[src/rtl/alu_sched.sv]
// alu_sched: two-requester round-robin front end for a shared combinational ALU.
// One operation in flight at a time. Multiply holds EXEC for MUL_WAIT extra cycles.
// Illegal opcodes get an error response.
module alu_sched #(
    parameter int unsigned MUL_WAIT = 2
) (
    input  logic        clk,
    input  logic        rst,
    input  logic        req0_valid,
    input  logic        req1_valid,
    output logic        req0_ready,
    output logic        req1_ready,
    input  logic [3:0]  req0_op,
    input  logic [3:0]  req1_op,
    input  logic [31:0] req0_a,
    input  logic [31:0] req0_b,
    input  logic [31:0] req1_a,
    input  logic [31:0] req1_b,
    output logic [31:0] alu_in1,
    output logic [31:0] alu_in2,
    output logic [3:0]  alu_control,
    input  logic [31:0] alu_result,
    input  logic        alu_zero,
    output logic        rsp_valid,
    input  logic        rsp_ready,
    output logic        rsp_id,
    output logic [31:0] rsp_result,
    output logic        rsp_zero,
    output logic        rsp_err,
    output logic        busy
);

    localparam logic [1:0] S_IDLE = 2'd0;
    localparam logic [1:0] S_EXEC = 2'd1;
    localparam logic [1:0] S_RESP = 2'd2;

    localparam logic [3:0] OP_MUL = 4'b0110;

    logic [1:0]  state;
    logic        prio;
    logic [3:0]  op_q;
    logic [31:0] a_q;
    logic [31:0] b_q;
    logic        id_q;
    logic [3:0]  cnt;
    logic        grant0;
    logic        grant1;
    logic        op_legal;
    logic [3:0]  next_op;

    // Round-robin arbitration and handshake; readies only in IDLE and never during reset
    always_comb begin
        grant0     = req0_valid && (!req1_valid || !prio);
        grant1     = req1_valid && (!req0_valid ||  prio);
        req0_ready = (state == S_IDLE) && !rst && grant0;
        req1_ready = (state == S_IDLE) && !rst && grant1;
        next_op    = grant1 ? req1_op : req0_op;
    end

    // Decode legality of the latched opcode
    always_comb begin
        case (op_q)
            4'b0000, 4'b0001, 4'b0010, 4'b0100, 4'b1000,
            4'b0011, 4'b0101, 4'b0110, 4'b0111: op_legal = 1'b1;
            default:                            op_legal = 1'b0;
        endcase
    end

    // ALU drive comes only from latched operands; status outputs decode the state
    always_comb begin
        alu_in1     = a_q;
        alu_in2     = b_q;
        alu_control = op_q;
        rsp_valid   = (state == S_RESP);
        busy        = (state != S_IDLE);
    end

    // Scheduler FSM: grant/latch, timed EXEC, hold response until accepted
    always_ff @(posedge clk) begin
        if (rst) begin
            state      <= S_IDLE;
            prio       <= 1'b0;
            op_q       <= '0;
            a_q        <= '0;
            b_q        <= '0;
            id_q       <= 1'b0;
            cnt        <= '0;
            rsp_id     <= 1'b0;
            rsp_result <= '0;
            rsp_zero   <= 1'b0;
            rsp_err    <= 1'b0;
        end else begin
            case (state)
                S_IDLE: begin
                    if (req0_ready || req1_ready) begin
                        op_q  <= next_op;
                        a_q   <= req1_ready ? req1_a : req0_a;
                        b_q   <= req1_ready ? req1_b : req0_b;
                        id_q  <= req1_ready;
                        prio  <= req0_ready;
                        cnt   <= (next_op == OP_MUL) ? 4'(MUL_WAIT) : 4'd0;
                        state <= S_EXEC;
                    end
                end
                S_EXEC: begin
                    if (!op_legal) begin
                        rsp_id     <= id_q;
                        rsp_result <= '0;
                        rsp_zero   <= 1'b1;
                        rsp_err    <= 1'b1;
                        state      <= S_RESP;
                    end else if (cnt == 4'd0) begin
                        rsp_id     <= id_q;
                        rsp_result <= alu_result;
                        rsp_zero   <= alu_zero;
                        rsp_err    <= 1'b0;
                        state      <= S_RESP;
                    end else begin
                        cnt <= cnt - 4'd1;
                    end
                end
                S_RESP: begin
                    if (rsp_ready) begin
                        state <= S_IDLE;
                    end
                end
                default: state <= S_IDLE;
            endcase
        end
    end

endmodule

[config.mk]
export PLATFORM = sky130hd
export DESIGN_NAME = alu_sched
export DESIGN_NICKNAME = d
export VERILOG_FILES = /design/src/rtl/alu_sched.sv
export SDC_FILE = /design/constraint.sdc
export NUM_CORES = 1
export LEC_CHECK = 0
export BUFFER_PORTS_ARGS = -buffer_cell sky130_fd_sc_hd__buf_2
export CAP_MARGIN = 20
export CORE_MARGIN = 2
export CORE_UTILIZATION = 35
export CTS_BUF_LIST = sky130_fd_sc_hd__clkbuf_4
export CTS_CLUSTER_DIAMETER = 30
export DETAILED_ROUTE_END_ITERATION = 10
export GPL_ROUTABILITY_DRIVEN = 0
export GPL_TIMING_DRIVEN = 0
export PLACE_DENSITY = 0.72
export REMOVE_ABC_BUFFERS = 1
export SLEW_MARGIN = 0
export SYNTH_ARGS = -nofsm -noshare
export SYNTH_HDL_FRONTEND = slang
export SYNTH_SLANG_ARGS = --single-unit
[constraint.sdc]
create_clock -name clk -period 4.88 [get_ports clk]
set_clock_uncertainty 0.2 [all_clocks]
set_input_delay 0.488 -clock clk [delete_from_list [all_inputs] [get_ports clk]]
set_output_delay 0.488 -clock clk [all_outputs]
set_load 0.02 [all_outputs]
# --- Word-level counts from Yosys, hierarchy flattened ---
# Memories as Yosys holds them, arrays and structs flattened. A register that Yosys moved wholly into a read port is not among the register bits.
# Cells that the tools add are included.
totals:
  rom_bits: 16
  out_inout_bits: 107
  memories: 1
  input_bits: 174
  word_cells: 65
  regBits: 111
classes:
  n_eq_ne: 9
  mux: 23
  n_addsub: 1
  reduce_logical: 20
memory_table:
  columns: ["memory", "depth", "word_bits", "read_ports", "rd_clocked_by_memory_dff", "write_ports", "line", "text"]
  rows:
  - ["(no name shown)", 16, 1, 1, 1, 0, "62", "case (op_q)"]
op_table:
  columns: ["op", "count"]
  rows:
  - ["$mux 32", 4]
  - ["$mux 4", 6]
  - ["$mux 2", 5]
  - ["$pmux 4 s2", 1]
  - ["$mux 1", 6]
  - ["$ne 2x1->1 const B", 3]
  - ["$pmux 2 s3", 1]
  - ["$logic_and 1x1->1", 5]
  - ["$eq 4x3->1 const B", 1]
  - ["$logic_not 1->1", 4]
  - ["$logic_not 4->1", 1]
  - ["$ne 2x2->1 const B", 2]
  - ["$reduce_and 2->1", 2]
  - ["$reduce_and 4->1", 1]
  - ["$reduce_bool 2->1", 2]
  - ["$sub 4x1->4 const B", 1]
  - ["$logic_or 1x1->1", 3]
  - ["$ne 3x3->1 const B", 1]
  - ["$reduce_and 3->1", 1]
  - ["$eq 2x1->1 const B", 1]
  - ["$eq 2x2->1 const B", 1]
  - ["$logic_not 2->1", 1]

# --- Longest topological paths before layout ---
# Gate-level depths: netlist of the first run.
logic_depth:
  word_depth: 8
  depth_mapped: 8
  depth_no_buf: 6

# --- Least setup slack after synthesis of the first run ---
# No wires, ideal clock.
synth_timing:
  kind: "input to output"
  start: "input req0_valid"
  end: "output req0_ready"
  arrival_ns: 1.625
  required_ns: 4.192
  path_buffers: 3
  stages: 6
  path_slack_ns: 2.567
  cell_sequence: "a21bo_1 or4_1 clkbuf_1 buf_6 buf_6 inv_1"
synth_via:
  elab_chain_len: 2
synth_lines:
  columns: ["element", "line", "text"]
  rows:
  - ["from (decl)", "9", "input logic req0_valid,"]
  - ["$logic_and 1x1->1", "53", "grant0 = req0_valid && (!req1_valid || !prio);"]
  - ["$logic_and 1x1->1", "55", "req0_ready = (state == S_IDLE) && !rst && grant0;"]
  - ["to (decl)", "11", "output logic req0_ready,"]
# Every way passes these cells.

# --- Worst setup path after layout of the first run ---
layout_timing:
  start: "register state[1]"
  end: "output req1_ready"
layout_via:
  elab_chain_len: 3
layout_lines:
  columns: ["element", "line", "text"]
  rows:
  - ["from (decl)", "39", "logic [1:0] state;"]
  - ["from (signal assigned)", "81", "state <= S_IDLE;"]
  - ["from (signal assigned)", "102", "state <= S_EXEC;"]
  - ["from (signal assigned)", "111", "state <= S_RESP;"]
  - ["$logic_not 2->1", "56", "req1_ready = (state == S_IDLE) && !rst && grant1;"]
  - ["$logic_and 1x1->1 (2 in a row)", "56", null]
  - ["to (decl)", "12", "output logic req1_ready,"]
# Every way passes these cells.

==> results of run 1 <==
-- layer usage --
layer	routed length, microns	global-route usage	share of wire	vias to the layer above
met4	277	0.0787	0.022	0
met5	0	0	0	-
met3	1130	0.0519	0.088	21
met1	5590	0.218	0.44	2113
met2	5810	0.280	0.45	190
li1	-	-	-	2362
-- cells in the mapped netlist --
master     number  area [sq um]
inv_1           7          26.3
clkbuf_1       37           139
or4_1           1          7.51
o311ai_0        1          8.76
a311oi_1        3          26.3
a32oi_1         1          8.76
a211oi_1       66           495
nand3_1        36           180
nor2_1         68           255
nand2b_1        4          25.0
a22oi_1         1          7.51
or3b_1          1          8.76
nor3_1          3          15.0
nor4_1          1          6.26
buf_1           2          7.51
nor3b_1         1          7.51
o31ai_1         1          7.51
o32ai_1         2          17.5
nor2b_1         3          18.8
a21o_1          1          7.51
nand2_1        40           150
dfxtp_1       112          2240
a21bo_1         1          10.0
ha_1            2          25.0
o21a_1          1          7.51
or4bb_1         1          11.3
mux2i_1        65           651
or2_2           1          6.26
a21boi_0        1          7.51
nand3b_1        1          7.51
buf_2           2          10.0
nor3_2          1          10.0
o21ai_0         2          10.0
a21oi_2         1          8.76
and2_1          1          6.26
a21oi_1        42           210
a2111oi_0       1          8.76
buf_6           5          56.3
a32o_1          1          10.0
-- stage by stage --
step | utilization | instance area, sq um | setup TNS, ns | hold WS (ns)
finish | 0.486 | 6410 | 0 | 0.0657
global route | 0.486 | 6410 | 0 | 0.00764
CTS | 0.484 | 6380 | 0 | 0.00470
detailed placement | 0.474 | 6260 | 0 | 0.240
global placement | 0.465 | 6130 | -106.88 | 0.236
floorplan | - | 4510 | 0 | 0.226
-- worst max-delay path: cells and delay by family (launching register included) --
kind,cells,cell delay [ns]
buf+inv,3,0.67
simple gates,2,1.04
flops,1,0.39
-- power by group through the flow --
stage,combinational (mW),clock (mW),sequential [mW]
floorplan,0.204,0,1.15
global placement,0.500,0,1.06
detailed placement,0.501,0,1.06
CTS,0.501,0.469,1.04
global route,0.547,0.507,1.05
finish,0.501,0.444,1.04
-- flip-flops by register name, summed over array words and instances (netlist names) --
name and cells:
rsp_id 1, prio 1, rsp_zero 1, rsp_err 1, rsp_result 32, id_q 1, alu_control 4, state 2
alu_in1 32, cnt 4, alu_in2 32, op_legal 1
-- layout make-up --
| type | instances | area, sq um |
|---|---|---|
| fill | 1301 | 6780 |
| multi-input combinational | 356 | 2270 |
| sequential | 112 | 2240 |
| timing repair buffer | 285 | 1530 |
| tap | 176 | 220 |
| clock buffer | 10 | 75.1 |
| clock inverter | 6 | 50.0 |
| inverter | 7 | 26.3 |
-- cells by family (layout without fill, tap and decap cells) --
family,count (synthesis),count (layout),share of synthesized area
flip-flops,112,112,0.475
AND/OR/NAND/NOR,163,163,0.151
adder cells (fa/ha/maj),2,2,0.00530
buffers and inverters,53,308,0.0506
multiplexers,65,65,0.138
AO/OA/AOI/OAI,126,126,0.180
-- worst max-delay path by stage --
stage	start	to	slack (ns)	depth (start not counted)
5_1_grt	state[1]	req1_ready	1.36	5
6_report	state[1]	req1_ready	1.61	5
2_1_floorplan	rst	req1_ready	0.43	3
3_5_place_dp	rst	req1_ready	1.65	6
4_1_cts	state[1]	req1_ready	1.53	5
3_3_place_gp	rst	alu_in2[13]	-1.96	5
==> metrics.yaml, run 1 <==
grt_pass1_vias: 4263
p_total_mw: 1.98
clockBufferDepth: 2
cp_cell_sequence: "nor3_2 > nand3_4 > buf_16 > inv_1 > buf_2"
maxSlewHeadroom: 0.437
final_max_slew_viol_count: 0
fin_nets: 947
reg2reg_from: "state[1]"
num_rows: 42
root_buffer: "clkbuf_4"
vdd_drop_max_uv: 156
final_common_cell: "buf_2"
io_buffers: 280
fin_cells: 952
ys_seq_area_frac: 0.475
cts_tree: "yes"
clk_latency_ns: 0.45
ys_types: 39
max-cap-violations: 0
max_clock_freq_mhz: 306
first_pass_iters: 5
worst_slack_ns: 1.61
syn_inst: 521
first_iter_violations: 187
period_share: 0.670
p_int_mw: 1.36
dieArea_sq_um: 14400
grt_max_degree: 71
holdPathEnd: "rsp_result[11]"
cts_buffers: 9
power.density_nw_per_um2: 310
power_switching_share: 0.314
holdBufCountCts: 0
grt_use_total: 0.175
post_cts_resize_count: 0
placed_cells: 935
grt_overflow: 0
crit_arrival_ns: 2.58
cp_data_required_time_ns: 4.19
timing.rr.end: "alu_in2[13]"
via_per_inst: 4.92
cp_slowest_cell: "nand3_4"
min_path_type: "input pin to flip-flop"
place_hpwl_microns: 9310
die_h_microns: 120
worstPathMaxFanout: 70
crit_path_end_kind: "primary output"
critical-path-max-stage-delay_ns: 0.59
p_sw_mw: 0.624
start_util: 0.358
layout_min_cycle_time_ns: 3.27
most-common-layout-cells: "buf_2 (279), dfxtp_1 (112), nor2_1 (68), a211oi_1 (66), mux2i_1 (65)"
ys_seq_elements: 112
die_w_microns: 120
setup-violations-final: 0
rsz0062_at_grt: "no"
ios: 281
holdPathStages: 3
seq_power_share: 0.524
post_drt_wl_per_cell_microns: 13.4
num_vias: 4686
drive_above_1_share: 0.389
ant_nets: 0
wl_microns: 12800
route.detailed.drc: 0
htree_levels: 3
post_cts_buffers: 0
worstSetupPathType: "flip-flop to primary output"
clk_pin_slew_ns: 0.16
syn_area_sq_um: 4720
syn2layout_area_growth_pct: 35.7
yosys_warnings: 0
avgSynthCellArea_sq_um: 9.07
tightest_slew_ns: 0.842
worst_setup_path_start_kind: "flip-flop"
status: "complete, no violations"
antenna_found_initial: 0
core_sq_um: 13200
hold_violations: 0
r2r_cells: 5
p_comb_frac: 0.253
r2r_setup_slack_ns: 2.39
antenna_cells: 0
clock_sinks: 112
grt_pass1_wl_microns: 20500
min_from: "alu_result[11]"
p_leak_nw: 3.31
p_clk_frac: 0.224
pre_cts_slack_ns: 1.65
Note: power is estimated with default switching activity, not from simulation.
==> run 2: changes to the inputs <==
- PLACE_DENSITY: 0.72 -> 0.74
- clock period: 4.88 -> 3 ns (I/O delays scaled with it)
==> run 2 against run 1 <==
  * Critical path depth grew 3
  * Cell count grew 18%
  * Final area grew 29%
  * Clock power grew 110%
  * Register-to-register slack lost 2.2 ns
  * Sequential power grew 63%
  * Worst hold slack gained 0.058 ns
  * First-iteration DRC count grew 65%
  * Die area is the same
  * Largest cell class is now buffers
==> metrics.yaml, run 2 (synthesis gave the netlist of run 1 again) <==
status: "complete, no violations"
route.detailed.drc: 0  # unchanged
r2r_cells: 6  # +1
first_pass_iters: 4  # -1
place_hpwl_microns: 9440  # +1.4%
dieArea_sq_um: 14400  # unchanged
p_leak_nw: 4.14  # +25%
min_path_type: "input pin to flip-flop"
max-cap-violations: 0  # unchanged
num_vias: 5626  # +20%
path_delay_family: "buffers and inverters"
critical-path-max-stage-delay_ns: 0.61  # +0.02 ns
hold_violations: 0  # unchanged
grt_max_degree: 76  # +7.0%
crit_arrival_ns: 3.19  # +0.61 ns
antenna_found_initial: 1  # +1
fin_nets: 1121  # +18%
die_w_microns: 120  # unchanged
ios: 281  # unchanged
grt_pass1_vias: 5554  # +30%
layout_min_cycle_time_ns: 2.96
worstSetupPathType: "input pin to flip-flop"
path_depth: 8  # +3
htree_levels: 3  # unchanged
maxSlewHeadroom: 0.403  # -0.0345
fin_cells: 1127  # +18%
worst-path-buf-inv: 4  # +1
power_switching_share: 0.308  # -0.00603
ant_nets: 0  # unchanged
tns_ns: 0  # unchanged
p_sw_mw: 1.15  # +84%
worstPathMaxFanout: 44  # -37%
power.density_nw_per_um2: 451  # +46%
p_clk_frac: 0.255  # +0.031
cp_slowest_cell: "or4_4"
first_iter_violations: 308  # +65%
grt_pass1_wl_microns: 26600  # +30%
rsz0062_at_grt: "no"
io_buffers: 280  # unchanged
post_drt_wl_per_cell_microns: 15.9  # +18%
cp_data_required_time_ns: 3.24  # -0.95 ns
clock_sinks: 112  # unchanged
startpoint: "req0_valid"
max_clock_freq_mhz: 338
grt_overflow: 0  # unchanged
most-common-layout-cells: "buf_2 (279), dlygate4sd3_1 (171), dfxtp_1 (112), nor2_1 (68)"
r2r_setup_slack_ns: 0.17  # -2.22 ns
final_max_slew_viol_count: 0  # unchanged
syn2layout_area_growth_pct: 74.6
clk_pin_slew_ns: 0.19  # +0.03 ns
period_share: 0.985
cp_common_cell: "dlygate4sd3_1"
root_buffer: "clkbuf_4"
crit_path_end_kind: "flip-flop"
drive_above_1_share: 0.326  # -0.0629
wl_microns: 17900  # +40%
die_h_microns: 120  # unchanged
setup.worst_path.end: "alu_in1[25]"
timing.rr.end: "alu_in1[25]"
reg2reg_from: "prio"
cp_cell_sequence: "dlygate4sd3_1 > buf_2 > a21bo_1 > or4_4 > buf_16 > mux2i_1 > a211oi_1 > dlygate4sd3_1"
core_sq_um: 13200  # unchanged
final_common_cell: "buf_2"
start_util: 0.358  # unchanged
clockBufferDepth: 2  # unchanged
tightest_slew_ns: 0.894  # +0.0517 ns
num_rows: 42  # unchanged
vdd_drop_max_uv: 223  # +42%
seq_power_share: 0.456  # -0.068
clk_latency_ns: 0.48  # +0.03 ns
worst_setup_path_start_kind: "input pin"
cts_tree: "yes"
p_int_mw: 2.58  # +89%
via_per_inst: 4.99  # +1.4%
cts_buffers: 9  # unchanged
placed_cells: 935  # unchanged
grt_use_total: 0.228  # +0.0527
p_comb_frac: 0.290  # +0.037
setup-violations-final: 0  # unchanged
## run 2: changes by cell type in the layout (fill, tap and decap cells not counted), sizes merged, moves of 2 or more
cell and delta:
nand3 +2, dlygate4sd3 +171, inv +2, clkinv -5, bufinv +2
## run 2: metrics by stage
stage | worst slack [ns] | power [mW] | hold slack (ns) | util | cell area [sq um]
final | 0.0443 | 3.72 | 0.123 | 0.625 | 8250
after CTS | 0.0394 | 3.69 | 0.0712 | 0.619 | 8160
after global placement | -3.51 | 2.54 | 0.237 | 0.465 | 6130
after detailed placement | 0.194 | 2.54 | 0.241 | 0.475 | 6260
after floorplan | -1.17 | 2.20 | 0.169 | - | 4510
after global routing | 0.0113 | 3.89 | 0.0816 | 0.625 | 8250
## run 2: repair_timing
action | CTS | global route
hold buffers | 171 | 0
resized for setup | 0 | 4
hold endpoints to repair | 104 | 0
endpoints found under the setup margin | 0 | 31
setup buffers | 0 | 0
## run 2: power groups by stage
| stage | Clock, mW | Sequential [mW] | Combinational [mW] |
|---|---|---|---|
| floorplan | 0 | 1.87 | 0.332 |
| global placement | 0 | 1.73 | 0.810 |
| detailed placement | 0 | 1.72 | 0.821 |
| CTS | 0.975 | 1.69 | 1.02 |
| global route | 1.02 | 1.71 | 1.16 |
| finish | 0.948 | 1.70 | 1.08 |
## run 2: cell type report
type                       instances  area, sq um
timing repair buffer             456         3250
clock inverter                     6          115
sequential                       112         2240
fill                            1022         4940
inverter                           7         26.3
antenna                            1         2.50
clock buffer                      10         75.1
tap                              176          220
multi-input combinational        359         2320
## run 2: worst min path at each step
stage                     endpoint            from  cells after the start  slack [ns]
finish              alu_control[1]      req1_op[1]                      3        0.12
floorplan                   cnt[0]             rst                      1        0.17
CTS                       state[0]             rst                      2        0.07
global placement     rsp_result[4]   rsp_result[4]                      2        0.24
detailed placement  rsp_result[26]  rsp_result[26]                      2        0.24
global route        alu_control[1]      req1_op[1]                      3        0.08
## run 2: routing by layer
layer / share of wire / vias to the layer above / track usage
met5: 0 / - / 0
li1: - / 2721 / -
met3: 0.081 / 52 / 0.0599
met4: 0.036 / 0 / 0.118
met1: 0.39 / 2560 / 0.255
met2: 0.49 / 293 / 0.396
## run 2: worst reg2reg max path, cell delays in order, from the launching register on
cell and delay [ns]:
dfxtp_1 0.38, a21bo_1 0.24, or4_4 0.61, buf_16 0.28, mux2i_1 0.17, a211oi_1 0.28, dlygate4sd3_1 0.61
==> run 3: changes to the inputs <==
- CORE_ASPECT_RATIO: unset -> 0.8
- CORE_MARGIN: 2 -> 3
- MAX_ROUTING_LAYER: unset -> met4
==> run 3 against run 2 <==
  * Count of clock-buffer cells in the layout up 1
  * Worst hold slack better by 0.00089 ns
  * Wire length up 0.32%
  * Setup slack worse by 0.0025 ns
  * Utilization up 0.39 points
  * Global-route usage down 0.13 points
  * Total power down 3.9%
  * Non-clock buffer count up 1
  * Register-to-register slack about the same
  * Sequential power about the same
  * Sequential share of layout area up 0.21 points
  * Sequential cell count unchanged
  * Highest routed layer unchanged
==> metrics.yaml, run 3 (synthesis gave the netlist of run 1 again) <==
core_sq_um: 13000  # -1.4%
root_buffer: "clkbuf_4"
vdd_drop_max_uv: 268  # +20%
fin_cells: 1125  # -0.18%
fill_cells: 1050  # +2.7%
die_w_microns: 136  # +13%
cts_tree: "yes"
drive_above_1_share: 0.326  # unchanged
first_pass_iters: 4  # unchanged
ant_nets: 0  # unchanged
timing.rr.end: "alu_in2[23]"
dieArea_sq_um: 14900  # +3.4%
grt_use_total: 0.226  # -0.00131
grt_overflow: 0  # unchanged
power.density_nw_per_um2: 437  # -3.2%
worst_setup_path_start_kind: "input pin"
antenna_cells: 0  # -1
setup-violations-final: 0  # unchanged
tightest_slew_ns: 0.918  # +0.0239 ns
fin_nets: 1121  # unchanged
cp_slowest_cell: "dlygate4sd3_1"
worstPathMaxFanout: 11  # -75%
placed_cells: 934  # -0.11%
r2r_setup_slack_ns: 0.17  # about the same
final_max_slew_viol_count: 0  # unchanged
grt_pass1_vias: 5389  # -3.0%
setup.worst_path.end: "alu_in2[23]"
hold_violations: 0  # unchanged
final_common_cell: "buf_2"
min_path_type: "input pin to flip-flop"
pre_cts_slack_ns: 0.0357  # -0.159 ns
max-cap-violations: 0  # unchanged
timing.hold.ws_ns: 0.124  # +0.000894 ns
clk_pin_slew_ns: 0.18  # about the same
num_rows: 37  # -12%
max_clock_freq_mhz: 338  # about the same
grt_pass1_wl_microns: 26600  # +0.10%
via_per_inst: 4.97  # -0.43%
num_vias: 5592  # -0.60%
layout_min_cycle_time_ns: 2.96  # +0.00251 ns
tns_ns: 0  # unchanged
regArea_sq_um: 2240  # unchanged
syn2layout_area_growth_pct: 73.3
ios: 281  # unchanged
period_share: 0.986  # about the same
reg2reg_from: "state[1]"
cp_common_cell: "dlygate4sd3_1"
place_hpwl_microns: 10200  # +8.0%
crit_path_end_kind: "flip-flop"
final_core_util: 0.629  # +0.00391
status: "complete, no violations"
clockBufferDepth: 2  # unchanged
critical-path-max-stage-delay_ns: 0.61  # about the same
grt_max_degree: 89  # +17%
rsz0062_at_grt: "yes"
clk_latency_ns: 0.46  # -0.02 ns
route.detailed.drc: 0  # unchanged
p_total_mw: 3.58  # -3.9%
post_drt_wl_per_cell_microns: 15.9  # +0.50%
most-common-layout-cells: "buf_2 (279), dlygate4sd3_1 (171), dfxtp_1 (112), nor2_1 (68), a211oi_1 (66)"
htree_levels: 3  # unchanged
start_util: 0.363  # +0.00500
p_leak_nw: 4.18  # +1.0%
clock_sinks: 112  # unchanged
first_iter_violations: 280  # -9.1%
dpl_cell_area_sq_um: 6270  # about the same
multiInputGateArea_sq_um: 2290  # -1.2%
io_buffers: 280  # unchanged
startpoint: "req0_valid"
maxSlewHeadroom: 0.387  # -0.0160
r2r_cells: 5  # -1
die_h_microns: 110  # -8.5%
antenna_found_initial: 0  # -1
cp_data_required_time_ns: 3.21  # -0.03 ns
fin_area_sq_um: 8190  # -0.76%
cp_cell_sequence: "dlygate4sd3_1 > buf_2 > a21bo_2 > or4_4 > buf_4 > mux2i_1 > a211oi_1 > dlygate4sd3_1"
wl_microns: 17900  # +0.32%
worst_slack_ns: 0.0418  # -0.00251 ns
crit_arrival_ns: 3.17  # -0.02 ns
worstSetupPathType: "input pin to flip-flop"
cts_buffers: 9  # unchanged
==> run 3: cell type report <==
| type | instances | share of cell area |
|---|---|---|
| clock buffers | 11 | 0.0101 |
| clock inverters | 5 | 0.00749 |
| inverters | 7 | 0.00321 |
| multi-input cells | 358 | 0.280 |
| flip-flops and latches | 112 | 0.274 |
| well taps | 175 | 0.0267 |
| repair buffers | 457 | 0.398 |
==> run 3: layer usage <==
| layer | vias to the layer above | global-route usage | share of wire |
|---|---|---|---|
| met4 | 0 | 0.0763 | 0.025 |
| met5 | - | - | 0 |
| met2 | 239 | 0.387 | 0.49 |
| met3 | 42 | 0.0499 | 0.074 |
| met1 | 2600 | 0.266 | 0.42 |
| li1 | 2711 | - | - |
==> run 3: what timing repair did <==
action,4_1_cts,5_1_grt
setup buffers,0,1
pin swaps,1,2
resized for setup,1,2
gates cloned,1,1
hold buffers,171,0
setup endpoints to repair,1,43
hold endpoints to repair,104,0
==> run 3: worst min path at each step <==
stage | cells past startpoint | start | endpoint
2_1_floorplan | 1 | rst | cnt[0]
3_3_place_gp | 2 | rsp_result[4] | rsp_result[4]
3_5_place_dp | 2 | rsp_result[25] | rsp_result[25]
4_1_cts | 3 | req1_op[2] | alu_control[2]
5_1_grt | 2 | rst | rsp_result[11]
6_report | 2 | rst | rsp_result[11]
==> run 3: worst max-delay path: cells and delay by family <==
kind,cells,cell delay [ns]
buffers and inverters,4,1.55
AOI/OAI and AO/OA,2,0.61
and+or+nand+nor,1,0.54
muxes,1,0.15
==> run 3: where the power goes <==
group          internal (mW)  total (mW)  leakage (nW)  switching (mW)
combinational          0.542        1.10          3.18           0.558
clock                  0.282       0.782        0.0822           0.500
sequential              1.62        1.70         0.918          0.0783
